## src/rtl/wb_tag_timeout_slice.sv

```systemverilog
// Registered tagged Wishbone bridge for the interconnect passthrough port. Every access is
// cut by flops on both sides and bounded by a timeout that aborts downstream and errs upstream.
module wb_tag_timeout_slice #(
  parameter int ADR_WIDTH = 32,
  parameter int DAT_WIDTH = 32,
  parameter int TGA_WIDTH = 4,
  parameter int TGD_WIDTH = 4,
  parameter int TGC_WIDTH = 4,
  parameter int TIMEOUT   = 256
) (
  input  logic                   clock,
  input  logic                   reset,
  // upstream (target side, driven by the interconnect)
  input  logic [ADR_WIDTH-1:0]   t_adr,
  input  logic [DAT_WIDTH-1:0]   t_dat_w,
  input  logic [DAT_WIDTH/8-1:0] t_sel,
  input  logic                   t_we,
  input  logic                   t_cyc,
  input  logic                   t_stb,
  input  logic [TGA_WIDTH-1:0]   t_tga,
  input  logic [TGC_WIDTH-1:0]   t_tgc,
  input  logic [TGD_WIDTH-1:0]   t_tgd_w,
  output logic [DAT_WIDTH-1:0]   t_dat_r,
  output logic [TGD_WIDTH-1:0]   t_tgd_r,
  output logic                   t_ack,
  output logic                   t_err,
  // downstream (initiator side, toward the external fabric)
  output logic [ADR_WIDTH-1:0]   i_adr,
  output logic [DAT_WIDTH-1:0]   i_dat_w,
  output logic [DAT_WIDTH/8-1:0] i_sel,
  output logic                   i_we,
  output logic                   i_cyc,
  output logic                   i_stb,
  output logic [TGA_WIDTH-1:0]   i_tga,
  output logic [TGC_WIDTH-1:0]   i_tgc,
  output logic [TGD_WIDTH-1:0]   i_tgd_w,
  input  logic [DAT_WIDTH-1:0]   i_dat_r,
  input  logic [TGD_WIDTH-1:0]   i_tgd_r,
  input  logic                   i_ack,
  input  logic                   i_err,
  // timeout reporting
  output logic                   to_event,
  output logic [ADR_WIDTH-1:0]   to_adr
);

  localparam int SEL_WIDTH = DAT_WIDTH / 8;
  localparam int CNT_WIDTH = (TIMEOUT < 1) ? 1 : $clog2(TIMEOUT + 1);
  localparam bit TO_EN     = (TIMEOUT != 0);
  localparam logic [CNT_WIDTH-1:0] CNT_ZERO = {CNT_WIDTH{1'b0}};
  localparam logic [CNT_WIDTH-1:0] CNT_ONE  = CNT_WIDTH'(1);
  localparam logic [CNT_WIDTH-1:0] CNT_LAST = TO_EN ? CNT_WIDTH'(TIMEOUT - 1) : CNT_ZERO;

  typedef enum logic [1:0] {
    ST_IDLE = 2'd0,
    ST_REQ  = 2'd1,
    ST_RSP  = 2'd2
  } state_e;

  state_e                 state_q, state_d;
  logic [CNT_WIDTH-1:0]   cnt_q, cnt_d;
  logic [ADR_WIDTH-1:0]   i_adr_q, i_adr_d;
  logic [DAT_WIDTH-1:0]   i_dat_w_q, i_dat_w_d;
  logic [SEL_WIDTH-1:0]   i_sel_q, i_sel_d;
  logic                   i_we_q, i_we_d;
  logic [TGA_WIDTH-1:0]   i_tga_q, i_tga_d;
  logic [TGC_WIDTH-1:0]   i_tgc_q, i_tgc_d;
  logic [TGD_WIDTH-1:0]   i_tgd_w_q, i_tgd_w_d;
  logic                   i_vld_q, i_vld_d;
  logic [DAT_WIDTH-1:0]   t_dat_r_q, t_dat_r_d;
  logic [TGD_WIDTH-1:0]   t_tgd_r_q, t_tgd_r_d;
  logic                   t_ack_q, t_ack_d;
  logic                   t_err_q, t_err_d;
  logic                   to_event_q, to_event_d;
  logic [ADR_WIDTH-1:0]   to_adr_q, to_adr_d;

  logic req_start_s;
  logic rsp_in_s;
  logic timeout_s;

  assign req_start_s = t_cyc & t_stb;
  assign rsp_in_s    = i_ack | i_err;
  assign timeout_s   = TO_EN && (cnt_q == CNT_LAST);

  always_ff @(posedge clock or negedge reset) begin
    if (!reset) begin
      state_q <= ST_IDLE;
    end else begin
      state_q <= state_d;
    end
  end

  // Response and timeout outrank an upstream abort seen in the same REQ cycle.
  always_comb begin
    state_d = state_q;
    case (state_q)
      ST_IDLE: begin
        if (req_start_s) begin
          state_d = ST_REQ;
        end else begin
          state_d = ST_IDLE;
        end
      end
      ST_REQ: begin
        if (rsp_in_s || timeout_s) begin
          state_d = ST_RSP;
        end else if (!t_cyc) begin
          state_d = ST_IDLE;
        end else begin
          state_d = ST_REQ;
        end
      end
      ST_RSP:  state_d = ST_IDLE;
      default: state_d = ST_IDLE;
    endcase
  end

  always_comb begin
    cnt_d      = cnt_q;
    i_adr_d    = i_adr_q;
    i_dat_w_d  = i_dat_w_q;
    i_sel_d    = i_sel_q;
    i_we_d     = i_we_q;
    i_tga_d    = i_tga_q;
    i_tgc_d    = i_tgc_q;
    i_tgd_w_d  = i_tgd_w_q;
    i_vld_d    = 1'b0;
    t_dat_r_d  = t_dat_r_q;
    t_tgd_r_d  = t_tgd_r_q;
    t_ack_d    = 1'b0;
    t_err_d    = 1'b0;
    to_event_d = 1'b0;
    to_adr_d   = to_adr_q;
    case (state_q)
      ST_IDLE: begin
        if (req_start_s) begin
          i_adr_d   = t_adr;
          i_dat_w_d = t_dat_w;
          i_sel_d   = t_sel;
          i_we_d    = t_we;
          i_tga_d   = t_tga;
          i_tgc_d   = t_tgc;
          i_tgd_w_d = t_tgd_w;
          i_vld_d   = 1'b1;
          cnt_d     = CNT_ZERO;
        end else begin
          i_vld_d   = 1'b0;
        end
      end
      ST_REQ: begin
        if (rsp_in_s) begin
          t_dat_r_d = i_dat_r;
          t_tgd_r_d = i_tgd_r;
          t_ack_d   = i_ack;
          t_err_d   = i_err & ~i_ack;
        end else if (timeout_s) begin
          t_err_d    = 1'b1;
          to_event_d = 1'b1;
          to_adr_d   = i_adr_q;
        end else if (t_cyc) begin
          i_vld_d = 1'b1;
          cnt_d   = cnt_q + CNT_ONE;
        end else begin
          i_vld_d = 1'b0;
        end
      end
      ST_RSP: begin
        i_vld_d = 1'b0;
      end
      default: begin
        i_vld_d = 1'b0;
      end
    endcase
  end

  always_ff @(posedge clock or negedge reset) begin
    if (!reset) begin
      cnt_q      <= CNT_ZERO;
      i_adr_q    <= {ADR_WIDTH{1'b0}};
      i_dat_w_q  <= {DAT_WIDTH{1'b0}};
      i_sel_q    <= {SEL_WIDTH{1'b0}};
      i_we_q     <= 1'b0;
      i_tga_q    <= {TGA_WIDTH{1'b0}};
      i_tgc_q    <= {TGC_WIDTH{1'b0}};
      i_tgd_w_q  <= {TGD_WIDTH{1'b0}};
      i_vld_q    <= 1'b0;
      t_dat_r_q  <= {DAT_WIDTH{1'b0}};
      t_tgd_r_q  <= {TGD_WIDTH{1'b0}};
      t_ack_q    <= 1'b0;
      t_err_q    <= 1'b0;
      to_event_q <= 1'b0;
      to_adr_q   <= {ADR_WIDTH{1'b0}};
    end else begin
      cnt_q      <= cnt_d;
      i_adr_q    <= i_adr_d;
      i_dat_w_q  <= i_dat_w_d;
      i_sel_q    <= i_sel_d;
      i_we_q     <= i_we_d;
      i_tga_q    <= i_tga_d;
      i_tgc_q    <= i_tgc_d;
      i_tgd_w_q  <= i_tgd_w_d;
      i_vld_q    <= i_vld_d;
      t_dat_r_q  <= t_dat_r_d;
      t_tgd_r_q  <= t_tgd_r_d;
      t_ack_q    <= t_ack_d;
      t_err_q    <= t_err_d;
      to_event_q <= to_event_d;
      to_adr_q   <= to_adr_d;
    end
  end

  assign i_adr    = i_adr_q;
  assign i_dat_w  = i_dat_w_q;
  assign i_sel    = i_sel_q;
  assign i_we     = i_we_q;
  assign i_cyc    = i_vld_q;
  assign i_stb    = i_vld_q;
  assign i_tga    = i_tga_q;
  assign i_tgc    = i_tgc_q;
  assign i_tgd_w  = i_tgd_w_q;
  assign t_dat_r  = t_dat_r_q;
  assign t_tgd_r  = t_tgd_r_q;
  assign t_ack    = t_ack_q;
  assign t_err    = t_err_q;
  assign to_event = to_event_q;
  assign to_adr   = to_adr_q;

endmodule
```

## config.mk

```make
export PLATFORM = sky130hd
export DESIGN_NAME = wb_tag_timeout_slice
export DESIGN_NICKNAME = d
export VERILOG_FILES = /design/src/rtl/wb_tag_timeout_slice.sv
export SDC_FILE = /design/constraint.sdc
export NUM_CORES = 1
export LEC_CHECK = 0
export ABC_CLOCK_PERIOD_IN_PS = 2900
export BUFFER_PORTS_ARGS = -buffer_cell sky130_fd_sc_hd__buf_2
export CORE_ASPECT_RATIO = 2
export CORE_UTILIZATION = 53
export CTS_BUF_LIST = sky130_fd_sc_hd__clkbuf_4
export DETAILED_ROUTE_END_ITERATION = 7
export HOLD_SLACK_MARGIN = 0.08
export PLACE_DENSITY = 0.95
export SETUP_SLACK_MARGIN = 0.02
export SLEW_MARGIN = 10
export SYNTH_ARGS = -nofsm -noshare
export SYNTH_HDL_FRONTEND = slang
export SYNTH_SLANG_ARGS = --single-unit
```

## constraint.sdc

```tcl
create_clock -name clock -period 2.9 [get_ports clock]
set_clock_uncertainty 0.1 [all_clocks]
set_input_delay 0.29 -clock clock [delete_from_list [all_inputs] [get_ports clock]]
set_output_delay 0.29 -clock clock [all_outputs]
set_load 0.02 [all_outputs]
```

==> metrics.md, run 1 <==
| Metric | Value |
|---|---|
| Placed cell area | 0.00792 mm^2 |
| Pin count of the biggest net entering global routing | 78 |
| Outcome | finished clean |
| Area delta synth->final | 46.7% |
| GRT overflow | 0 |
| Crit Path Class | reg -> reg |
| Main synth FF type | dfrtp_1 |
| Startpoint Class | flip-flop |
| Worst slew pin tran | 0.700 ns |
| Initial antenna violation count | 3 |
| Synth area leaders | dfrtp_1 (64%), nand2_1 (15%), mux2_2 (6.8%) |
| Post-Route Setup TNS | 0 ns |
| Slew Limit Fails | 0 |
| Hold path cells | 3 |
| Area share of the largest cell type after synthesis | 63.9% |
| Total via count in the routed design | 5854 |
| Seq pwr share | 48.7% |
| Max Fclk | between 300 and 400 MHz |
| Power Density | 638 mW/mm^2 |
| Netlist cell types | 34 |
| Fin area | 0.00942 mm^2 |
| R2R cell count | 8 |
| Post-Synthesis Cells | roughly 560 |
| Total Routing Usage GR | 33.0% |
| Clock Latency Late Sink | between 0.5 and 0.6 ns |
| Final WL | just over 20000 um |
| PostCTS Resize Cnt | 0 |
| Yosys top cell by area | dfrtp_1 |
| Die height | 158 um |
| Final Wtd Congestion | approximately 0.81 |
| Max_slew headroom | 53.3% |
| Max FO, Critical Path | 21 |
| Site Rows | 56 |
| Final hold vios | 0 |
| Seq cells post-synth | roughly 160 |
| Clk slew on worst S/H paths | roughly 0.13 ns |
| Critical path launch point | cnt_q[0]$_DFFE_PN0P_ |
| Hold Crit Start | t_cyc |
| Seq/Total Area, Yosys | between 60% and 70% |
| IR drop worst, VDD | roughly 0.44 mV |
| Clock tree buffer depth | 2 |
| Pre-antenna DRT Iters | 4 |
| Fraction of registers with async set/reset | 100% |
| Synth warnings | 0 |
| Vias in the first global route | 6245 |
| Synthesized area | 0.00643 mm^2 |
| Internal power | around 3.9 mW |
| Fin nets | between 1000 and 1500 |
| Post-DP HPWL | between 10000 and 15000 um |
| Core box area | 0.0118 mm^2 |
| Clk root buf | clkbuf_4 |
| ANT nets after route | 0 |
| CTS H-tree depth | 4 |
| Final setup fails | 0 |
| Initial Utilization | 54.6% |
| Mean Syn Cell Area | around 12 um^2 |
| Pleak | 5.27 nW |
| DIE AREA | 0.0126 mm^2 |
| CTS buffer count | 17 |
| Max Cap Viol | 0 |
| DRT iter0 DRCs | 357 |
| Port Buffers | ~280 |
| RSZ-0062 raised after global routing | false |
| R2R Setup Slk | 0.22 ns |
| Sw Ratio | between 30 and 40% |
| Commonest non-fill, non-tap cell in the layout | buf_2 |
| Setup crit end kind | flip-flop |
| Per-cell routed wire length | 18.2 um |
| Fill count | ~650 |
| Mapped Nets | ~680 |
| Comb pwr share | 28.7% |
| CTS Sinks | 164 |
| DRC viols | 0 |
| Worst EP required | 3.22 ns |
| Most frequent cells in the layout | buf_2 (275), nand2_1 (250), dfrtp_1 (164) |
| Vias per cell | approximately 5.3 |
| Switch Pwr | roughly 2.1 mW |
| Boundary Pins | 277 |
| Share of layout cells above drive strength 1 | 40.3% |
| Fin crit share | around 92% |
| WHS | 0.192 ns |
| CTS tree | done |
| Worst endpoint data arrival time | 3.00 ns |
| Die width | 79.9 um |
| Clock share of power | 22.6% |
| First-pass GRT wire length | 30800 um |
| HP Class | in -> reg |
| Final Critical Period | ~2.7 ns |
| R2R Path Start | cnt_q[0]$_DFFE_PN0P_ |
| EDFF count, synth | 0 |
[synth_stat cells, types with 3 or more instances]
master / n
a21o_1: 5
mux2_2: 39
nor2_1: 4
nor4_1: 3
buf_6: 6
buf_4: 3
nand2_1: 250
mux2_4: 29
o21ai_0: 4
inv_1: 3
buf_2: 11
dfrtp_1: 164
clkbuf_1: 6
nand3_1: 6
[cell type report]
type                       count  area, um^2  share of cell area (%)
antenna                        3        7.51                  0.0797
clock buffer                  19         143                    1.51
clock inverter                13         149                    1.58
inverter                       3        11.3                   0.119
multi-input combinational    363        2150                    22.8
sequential                   164        4100                    43.5
tap                          145         181                    1.93
timing repair buffer         403        2680                    28.4
[flip-flops by register name, indices dropped and copies added (netlist names), 2 cells and up]
signal / flops
i_adr: 32
i_dat_w: 32
t_dat_r: 32
to_adr: 32
cnt_q: 9
i_sel: 4
i_tga: 4
i_tgc: 4
i_tgd_w: 4
t_tgd_r: 4
state_q: 2
[kinds of logic (layout without fill, tap and decap cells)]
group                      count (synthesis)  count (layout)  synth area share, %
and+or+nand+nor                          277             277                 17.5
other                                      0               3                    0
muxes                                     69              69                 13.8
adders and majority gates                  2               2                0.389
AOI/OAI and AO/OA                         15              15                 1.54
buffers and inverters                     31             438                 2.90
DFF                                      164             164                 63.9
[critical path, cell delays in order (launching register included)]
cell	delay [ns]
dfrtp_1	0.41
ha_1	0.22
nand2_1	0.12
nor2_1	0.22
and3_1	0.21
ha_1	0.30
nand3_4	0.39
buf_12	0.31
mux2_4	0.30
[worst paths after layout]
check	to
min in group asynchronous	to_adr[22]$_DFFE_PN0P_
max in group asynchronous	t_dat_r[23]$_DFFE_PN0P_
worst min register to register	i_dat_w[3]$_DFFE_PN0P_
worst min-delay path	state_q[0]$_DFF_PN0_
worst max register to register	to_adr[13]$_DFFE_PN0P_
worst max-delay path	to_adr[13]$_DFFE_PN0P_
[power groups by stage]
stage	Sequential, mW	Clock (mW)	Combinational (mW)
6_report	2.93	1.36	1.72
5_1_grt	2.97	1.50	1.83
2_1_floorplan	3.41	0	0.405
3_5_place_dp	2.93	0	1.54
4_1_cts	2.89	1.40	1.67
3_3_place_gp	2.91	0	1.49
[routing by layer]
| layer | up-vias | global-route usage [%] | part of all wire, % |
|---|---|---|---|
| li1 | 2592 | - | - |
| met1 | 2805 | 36.0 | 35 |
| met2 | 349 | 54.6 | 52 |
| met3 | 108 | 8.01 | 6.7 |
| met4 | 0 | 24.7 | 6.9 |
| met5 | - | 0 | 0 |
[timing repair]
action,CTS,global route
setup buffers,0,0
hold endpoints to repair,194,0
hold buffers,120,0
[stage by stage]
| stage | worst slack (ns) | power, mW | utilization [%] | std cells |
|---|---|---|---|---|
| floorplan | 0.899 | 3.81 | - | 558 |
| global placement | 0.490 | 4.40 | 67.3 | 958 |
| detailed placement | 0.400 | 4.48 | 67.3 | 958 |
| CTS | 0.374 | 5.96 | 80.0 | 1110 |
| global route | 0.0668 | 6.30 | 80.1 | 1113 |
| finish | 0.220 | 6.01 | 80.1 | 1113 |
Note: power is estimated with default switching activity, not from simulation.
==> inputs of run 2 (changes only) <==
--- a/config.mk
+++ b/config.mk
@@ -7,7 +7,6 @@
 export LEC_CHECK = 0
 export ABC_CLOCK_PERIOD_IN_PS = 2900
 export BUFFER_PORTS_ARGS = -buffer_cell sky130_fd_sc_hd__buf_2
-export CORE_ASPECT_RATIO = 2
 export CORE_UTILIZATION = 53
 export CTS_BUF_LIST = sky130_fd_sc_hd__clkbuf_4
 export DETAILED_ROUTE_END_ITERATION = 7
==> metrics.md, run 2 (synthesized netlist as in run 1, its figures left out) <==
| Metric | Value |
|---|---|
| Die height | 112 um |
| Switch Pwr | ~2.2 mW |
| Crit Path Class | reg -> reg |
| Max_slew headroom | 57.5% |
| Initial antenna violation count | 1 |
| Final WL | 20800 um |
| DIE AREA | approximately 0.013 mm^2 |
| CTS buffer count | 17 |
| Comb pwr share | 28.9% |
| Worst EP required | 3.22 ns |
| Commonest non-fill, non-tap cell in the layout | buf_2 |
| Fin crit share | 83.6% |
| Share of layout cells above drive strength 1 | 40.5% |
| Outcome | finished, violations left |
| RSZ-0062 raised after global routing | false |
| Clk root buf | clkbuf_4 |
| Total via count in the routed design | 5845 |
| Site Rows | 39 |
| Critical path's largest stage delay | approximately 0.40 ns |
| IR drop worst, VDD | approximately 0.33 mV |
| Post-Route Setup TNS | 0 ns |
| Vias in the first global route | between 6000 and 7000 |
| Final Critical Period | around 2.4 ns |
| CTS Sinks | 164 |
| Pre-antenna DRT Iters | 8 |
| Boundary Pins | roughly 280 |
| Met3 Usage GRT | a little under 9% |
| Layout Utilization | 80.9% |
| GR peak layer | met2 |
| ANT nets after route | 0 |
| Total Routing Usage GR | 34.5% |
| Setup Fix Bufs, Post-CTS | 0 |
| Clock share of power | 21.8% |
| Slowest cell on crit path | dfrtp_1 |
| First-pass GRT wire length | ~33000 um |
| Pleak | 5.27 nW |
| Most frequent cells in the layout | buf_2 (275), nand2_1 (250), dfrtp_1 (164) |
| Startpoint Class | flip-flop |
| Final worst slack | approximately 0.48 ns |
| Clock tree buffer depth | 2 |
| Slew Limit Fails | 0 |
| Seq pwr share | 49.2% |
| Setup WS pre-CTS | 0.564 ns |
| Post-DP HPWL | 10900 um |
| Fin nets | between 1000 and 1500 |
| Power Density | 635 mW/mm^2 |
| Cell mode on critical path | ha_1 |
| Non-Filler Instances | 1111 |
| Max FO, Critical Path | 21 |
| Initial Utilization | 55.3% |
| Internal power | 3.79 mW |
| DRT iter0 DRCs | 570 |
| CP bufs+invs | 1 |
| Final hold vios | 0 |
| Area delta synth->final | 46.3% |
| Grt met2 use | between 60% and 70% |
| Clk slew on worst S/H paths | 0.13 ns |
| Worst slew pin tran | 0.637 ns |
| Vias per cell | 5.26 |
| Clock Latency Late Sink | 0.53 ns |
| Final setup fails | 0 |
| WHS | ~0.16 ns |
| Met1 GRT Util | 35.3% |
| Per-cell routed wire length | 18.8 um |
| Max Cap Viol | 0 |
| Core box area | 0.0116 mm^2 |
| HP Class | in -> reg |
| Die width | 112 um |
| Placed insts | 958 |
| Failing checks | DRC |
| Pin count of the biggest net entering global routing | 70 |
| CTS H-tree depth | 4 |
| Sw Ratio | 36.6% |
| Final Wtd Congestion | 0.783 |
| GRT overflow | 0 |
| Setup crit end kind | flip-flop |
| Worst endpoint data arrival time | 2.74 ns |
| Max Fclk | ~410 MHz |
| Port Buffers | 276 |
| Crit-path cells | ha_1 -> nand2_1 -> nor2_1 -> and3_1 -> ha_1 -> nand3_4 -> buf_12 -> mux2_4 |
| Family with the most delay on the worst path | simple AND/OR/NAND/NOR gates |
| DRC viols | 20 |
| CTS tree | done |
run 2: final cells by class:
cell class              instances  area, um^2
inverters                       3        11.3
fillers                       579        2210
flip-flops and latches        164        4100
well taps                     143         179
diodes                          1        2.50
repair buffers                405        2680
multi-input cells             363        2150
clock buffers                  18         135
clock inverters                14         138
run 2: final timing paths:
path                                          from                 endpoint  slack, ns  depth (start not counted)
setup reg to reg              cnt_q[0]$_DFFE_PN0P_   to_adr[19]$_DFFE_PN0P_       0.48                          8
hold / removal                               t_cyc     state_q[0]$_DFF_PN0_       0.16                          3
max in group asynchronous                    reset  t_dat_r[31]$_DFFE_PN0P_       1.63                          3
hold reg to reg            i_dat_w[15]$_DFFE_PN0P_  i_dat_w[15]$_DFFE_PN0P_       0.39                          2
setup / recovery              cnt_q[0]$_DFFE_PN0P_   to_adr[19]$_DFFE_PN0P_       0.48                          8
min in group asynchronous                    reset  t_dat_r[16]$_DFFE_PN0P_       0.22                          2
run 2: repair_timing:
item / CTS / global route
hold buffers: 120 / 0
gates resized for setup: 0 / 0
endpoints found under the hold margin: 185 / 0
run 2: worst register-to-register path, cell delays in order, from the launching register on:
cell     delay (ns)
dfrtp_1        0.40
ha_1           0.23
nand2_1        0.10
nor2_1         0.18
and3_1         0.18
ha_1           0.27
nand3_4        0.28
buf_12         0.28
mux2_4         0.32
run 2: power by group through the flow:
| stage | Clock, mW | Sequential, mW | Combinational (mW) |
|---|---|---|---|
| after floorplan | 0 | 3.41 | 0.405 |
| after global routing | 1.41 | 2.98 | 1.83 |
| after global placement | 0 | 2.91 | 1.49 |
| final | 1.30 | 2.94 | 1.73 |
| after CTS | 1.32 | 2.89 | 1.66 |
| after detailed placement | 0 | 2.93 | 1.54 |
run 2: stage by stage:
stage          total power [mW]  instance area, um^2
2_1_floorplan              3.81                 6430
6_report                   5.97                 9400
5_1_grt                    6.22                 9400
3_3_place_gp               4.40                 7920
3_5_place_dp               4.47                 7920
4_1_cts                    5.87                 9400
run 2: routing by layer:
layer,wire (um),share of wire (%)
met1,7320,35
met2,10800,52
met3,1380,6.6
met4,1340,6.4
met5,0,0
